`src/rtl/riscv_pkg.sv`:
```
// Shared fetch-side types and constants: instruction width, the canonical NOP,
// and the packet that travels from fetch to decode.
package riscv_pkg;

    localparam int XLEN = 32;

    // addi x0,x0,0
    localparam logic [XLEN-1:0] NOP_INSTR = 32'h00000013;

    typedef struct packed {
        logic [XLEN-1:0] instr;
        logic [XLEN-1:0] pc;
        logic [XLEN-1:0] pc_plus4;
    } fetch_pkt_t;

endpackage

```
`src/rtl/fetch_queue_mem.sv`:
```
// Entry storage for the fetch/decode queue: DEPTH packets, one synchronous write
// port and one asynchronous read port so the head is visible without a read cycle.
module fetch_queue_mem
    import riscv_pkg::*;
#(
    parameter int DEPTH = 4,
    localparam int AW   = $clog2(DEPTH)
) (
    input  logic          clk,
    input  logic          we,
    input  logic [AW-1:0] waddr,
    input  fetch_pkt_t    wdata,
    input  logic [AW-1:0] raddr,
    output fetch_pkt_t    rdata
);

    fetch_pkt_t mem_q [DEPTH];

    // Contents carry no reset: stale entries are never visible because the
    // occupancy counter gates every read at the top level.
    for (genvar gi = 0; gi < DEPTH; gi++) begin : g_entry
        always_ff @(posedge clk) begin
            if (we && (waddr == AW'(gi))) begin
                mem_q[gi] <= wdata;
            end
        end
    end

    assign rdata = mem_q[raddr];

endmodule

```
`src/rtl/fetch_decode_queue.sv`:
```
// Instruction queue between fetch and decode with valid/ready on both sides and
// a redirect flush. Optional same-cycle forwarding when empty: FETCH_QUEUE_BYPASS_EN.
module fetch_decode_queue #(
    parameter int                DEPTH     = 4,
    parameter int                XLEN      = riscv_pkg::XLEN,
    parameter logic [XLEN-1:0]   NOP_INSTR = riscv_pkg::NOP_INSTR,
    localparam int               AW        = $clog2(DEPTH),
    localparam int               CW        = AW + 1
) (
    input  logic            clk,
    input  logic            rst,
    input  logic            in_valid,
    output logic            in_ready,
    input  logic [XLEN-1:0] in_instr,
    input  logic [XLEN-1:0] in_pc,
    input  logic [XLEN-1:0] in_pc_plus4,
    input  logic            flush,
    output logic            out_valid,
    input  logic            out_ready,
    output logic [XLEN-1:0] out_instr,
    output logic [XLEN-1:0] out_pc,
    output logic [XLEN-1:0] out_pc_plus4,
    output logic [CW-1:0]   count
);

    localparam logic [CW-1:0] DEPTH_C = CW'(DEPTH);

    logic [AW-1:0] head_q, head_d;
    logic [AW-1:0] tail_q, tail_d;
    logic [CW-1:0] count_q, count_d;

    logic                  push;
    logic                  pop;
    logic                  bypass;
    logic                  bypass_taken;
    logic                  queued_valid;
    riscv_pkg::fetch_pkt_t wr_pkt;
    riscv_pkg::fetch_pkt_t head_pkt;

    assign queued_valid = (count_q != '0);
    assign in_ready     = (count_q < DEPTH_C);

`ifdef FETCH_QUEUE_BYPASS_EN
    // An empty queue forwards the fetch packet straight to decode; if decode
    // takes it this cycle, it never touches storage.
    assign bypass       = !queued_valid && in_valid && !flush;
    assign bypass_taken = bypass && out_ready;
`else
    assign bypass       = 1'b0;
    assign bypass_taken = 1'b0;
`endif

    assign push = in_valid && in_ready && !flush && !bypass_taken;
    assign pop  = queued_valid && out_ready && !flush;

    assign wr_pkt = '{instr: in_instr, pc: in_pc, pc_plus4: in_pc_plus4};

    fetch_queue_mem #(
        .DEPTH (DEPTH)
    ) u_mem (
        .clk   (clk),
        .we    (push),
        .waddr (tail_q),
        .wdata (wr_pkt),
        .raddr (head_q),
        .rdata (head_pkt)
    );

    always_comb begin
        head_d  = head_q;
        tail_d  = tail_q;
        count_d = count_q;
        if (flush) begin
            head_d  = '0;
            tail_d  = '0;
            count_d = '0;
        end else begin
            if (push) begin
                tail_d = tail_q + AW'(1);
            end
            if (pop) begin
                head_d = head_q + AW'(1);
            end
            case ({push, pop})
                2'b10:   count_d = count_q + CW'(1);
                2'b01:   count_d = count_q - CW'(1);
                default: count_d = count_q;
            endcase
        end
    end

    always_ff @(posedge clk) begin
        if (!rst) begin
            head_q  <= '0;
            tail_q  <= '0;
            count_q <= '0;
        end else begin
            head_q  <= head_d;
            tail_q  <= tail_d;
            count_q <= count_d;
        end
    end

    always_comb begin
        out_valid    = 1'b0;
        out_instr    = NOP_INSTR;
        out_pc       = '0;
        out_pc_plus4 = '0;
        if (queued_valid) begin
            out_valid    = 1'b1;
            out_instr    = head_pkt.instr;
            out_pc       = head_pkt.pc;
            out_pc_plus4 = head_pkt.pc_plus4;
        end else if (bypass) begin
            out_valid    = 1'b1;
            out_instr    = in_instr;
            out_pc       = in_pc;
            out_pc_plus4 = in_pc_plus4;
        end
    end

    assign count = count_q;

endmodule

```
`config.mk`:
```
export PLATFORM = sky130hd
export DESIGN_NAME = fetch_decode_queue
export DESIGN_NICKNAME = d
export VERILOG_FILES = /design/src/rtl/riscv_pkg.sv /design/src/rtl/fetch_queue_mem.sv /design/src/rtl/fetch_decode_queue.sv
export SDC_FILE = /design/constraint.sdc
export NUM_CORES = 1
export LEC_CHECK = 0
export BUFFER_PORTS_ARGS = -buffer_cell sky130_fd_sc_hd__buf_2
export CORE_ASPECT_RATIO = 0.75
export CORE_MARGIN = 1.5
export CORE_UTILIZATION = 59
export CTS_BUF_LIST = sky130_fd_sc_hd__clkbuf_8
export CTS_CLUSTER_SIZE = 28
export DETAILED_ROUTE_END_ITERATION = 12
export PLACE_DENSITY_LB_ADDON = 0.08
export SLEW_MARGIN = 25
export SYNTH_ARGS = -nofsm -noshare
export SYNTH_HDL_FRONTEND = slang
export SYNTH_SLANG_ARGS = --single-unit
```
`constraint.sdc`:
```
create_clock -name clk -period 4.35 [get_ports clk]
set_input_delay 0.87 -clock clk [delete_from_list [all_inputs] [get_ports clk]]
set_output_delay 0.87 -clock clk [all_outputs]
set_load 0.05 [all_outputs]
```
==> results.yml <==
yosys:
  async_flop_share_pct: 0
  synth_seq_cells: 393
  synth.distinct_cells: 24
  synth_edf_count: 384
  syn_avg_cell_area_um2: 22.6
  synth_nets: 768
  ys_warn_count: 0
  synth_area_leaders: "edfxtp_1 (77%), mux4_2 (14%), nor2b_1 (3.9%)"
  synth_flop_cell: "edfxtp_1"
  yosys-top-cells-count: "edfxtp_1 (384), mux4_2 (96), nor2b_1 (93), clkbuf_1 (15), buf_2 (13)"
  yosysTopAreaCell: "edfxtp_1"
  synth.cell_area_um2: 14900
  yosysSeqAreaShare_pct: 78.3
  synth_top_area_share_pct: 77.1
  yosysMostFrequentCell: "edfxtp_1"
  synthCells: 661
clock_network:
  clock_sinks: 393
  h-tree-depth: 2
  hold_buffers: 0
  cts_root_buf: "clkbuf_8"
  tritoncts: "done"
  clk_latency_ps: 580
  cts_resized: 0
  postCtsSetupBuffers: 0
  path_clk_slew_ps: 60
  numCtsBuffers: 57
  cts_buffer_depth: 3
timing:
  period_needed_ps: 3600
  rsz0062_at_grt: "false"
  tns_ps: 0
  maxSlewHeadroom_pct: 40.6
  min_period_over_period_pct: 82.6
  hold_viol: 0
  finalClockSkew_ps: 18.0
  setup_viol: 0
  worst_slew_pin_slew_ps: 889
  max_freq_ghz: 0.278
  finalMaxSlewViolations: 0
grt:
  grt_pass1_wl_um: 43000
  grt_pass1_vias: 7948
  antenna_found_initial: 6
  grt_overflow: 0
  grt_max_degree: 60
  grtUsageTotal_pct: 21.6
routing:
  ant_nets: 0
  num_vias: 7089
  drc_errors: 0
  viasPerCell: 5.51
  postRouteWirelength_um: 27400
  drt_iter0_drc: 476
  drt-wirelength-per-cell_um: 21.3
  first_pass_iters: 4
critical_path:
  arrival_ps: 2730
  rr_startpoint: "count[2]$_SDFFE_PP0P_"
  cp-end-kind: "output pin"
  worst_setup_path_start_kind: "flip-flop"
  r2r_setup_slack_ps: 1930
  r2r_cells: 3
  crit_path_max_fanout: 38
  cp-endpoint: "out_pc[8]"
  worst_r2r_endpoint: "u_mem.mem_q[0][87]$_DFFE_PP_"
  worstPathRequired_ps: 3480
  crit_type: "reg -> out"
placement:
  hpwl_um: 15800
  place_congestion: 0.741
  post_dp_cell_area_um2: 16400
  io_buffers: 201
job:
  drv_cap: 0
floorplanning:
  coreArea_um2: 24900
  pin_count: 202
  initial_core_util_pct: 60.0
  die_area_um2: 26300
  rows: 50
  die_h_um: 141
  fp.dieW_um: 187
power_and_ir_drop:
  peakVddDrop_mv: 0.416
  power.density_nw_per_um2: 416
  leakagePower_nw: 5.97
outcome:
  status: "finished clean"
hold_path:
  hold_class: "in -> reg"
final_layout:
  drive_gt1_share_pct: 40.9
  final_area_um2: 17500
  layout.nets: 1006
  area_delta_synth_final_pct: 16.9
==> final cells by class <==
| cell class | instances | area, µm² |
|---|---|---|
| antenna | 4 | 10.0 |
| inverter | 8 | 30.0 |
| sequential | 393 | 11700 |
| timing repair buffer | 212 | 1190 |
| tap | 338 | 423 |
| clock buffer | 67 | 922 |
| clock inverter | 37 | 145 |
| multi-input combinational | 227 | 3040 |
| fill | 1597 | 7420 |
==> power breakdown <==
part | switching [mW] | total, mW | internal [mW]
sequential | 0.0160 | 4.23 | 4.21
clock | 1.28 | 2.67 | 1.39
combinational | 0.242 | 0.372 | 0.130
total | 1.54 | 7.27 | 5.73
==> per-stage QoR <==
| step | instances | utilization (%) | setup slack [ps] | hold slack, ps | power [mW] |
|---|---|---|---|---|---|
| floorplan | 661 | - | 403 | 459 | 4.54 |
| global placement | 1178 | 65.9 | 1280 | 468 | 4.67 |
| detailed placement | 1178 | 65.9 | 1260 | 503 | 4.69 |
| CTS | 1282 | 70.2 | 651 | 460 | 7.35 |
| global route | 1285 | 70.2 | 518 | 476 | 7.53 |
| finish | 1286 | 70.2 | 755 | 504 | 7.27 |
==> layer usage <==
layer  track usage [%]  routed length (µm)
met5                 0                  27
met1              27.4               11100
met2              36.8               13700
met4              6.71                 592
met3              6.12                2020
==> placed cells by master, fill, tap and decap left out, drive strengths merged, types with 2 or more instances in the layout <==
| master | count |
|---|---|
| nor2 | 8 |
| o21ai | 2 |
| mux4 | 96 |
| buf | 212 |
| and2 | 4 |
| clkinv | 12 |
| diode | 4 |
| or3 | 2 |
| edfxtp | 384 |
| a21oi | 3 |
| or2 | 3 |
| clkbuf | 67 |
| dfxtp | 9 |
| inv | 32 |
| nor2b | 93 |
| ha | 5 |
| xor2 | 3 |
==> critical path, stage by stage (launching register included) <==
cell and delay, ps:
dfxtp_4 770, buf_12 380, mux4_2 570, nor2b_1 170
buf_2 230
==> registers in the layout, indices dropped and copies added (netlist names), named ones only <==
signal and flops:
head_q 2, tail_q 2, u_mem.mem_q 384, count 3
==> cell families after synthesis <==
group,after synthesis,synth area share [%]
DFF,393,78.3
and+or+nand+nor,114,4.73
muxes,97,14.5
buffers and inverters,41,1.39
AOI/OAI and AO/OA,6,0.218
adders and majority gates,6,0.552
xor gates and xnor gates,4,0.234
==> worst min path at each step <==
stage,from,cells past startpoint,end
6_report,in_pc_plus4[17],1,u_mem.mem_q[3][17]$_DFFE_PP_
5_1_grt,in_pc_plus4[10],1,u_mem.mem_q[2][10]$_DFFE_PP_
3_3_place_gp,head_q[1]$_SDFFE_PP0P_,2,flip-flop
3_5_place_dp,head_q[1]$_SDFFE_PP0P_,2,flip-flop
2_1_floorplan,head_q[1]$_SDFFE_PP0P_,2,flip-flop
4_1_cts,in_pc_plus4[13],1,u_mem.mem_q[0][13]$_DFFE_PP_
Note: power is estimated with default switching activity, not from simulation.
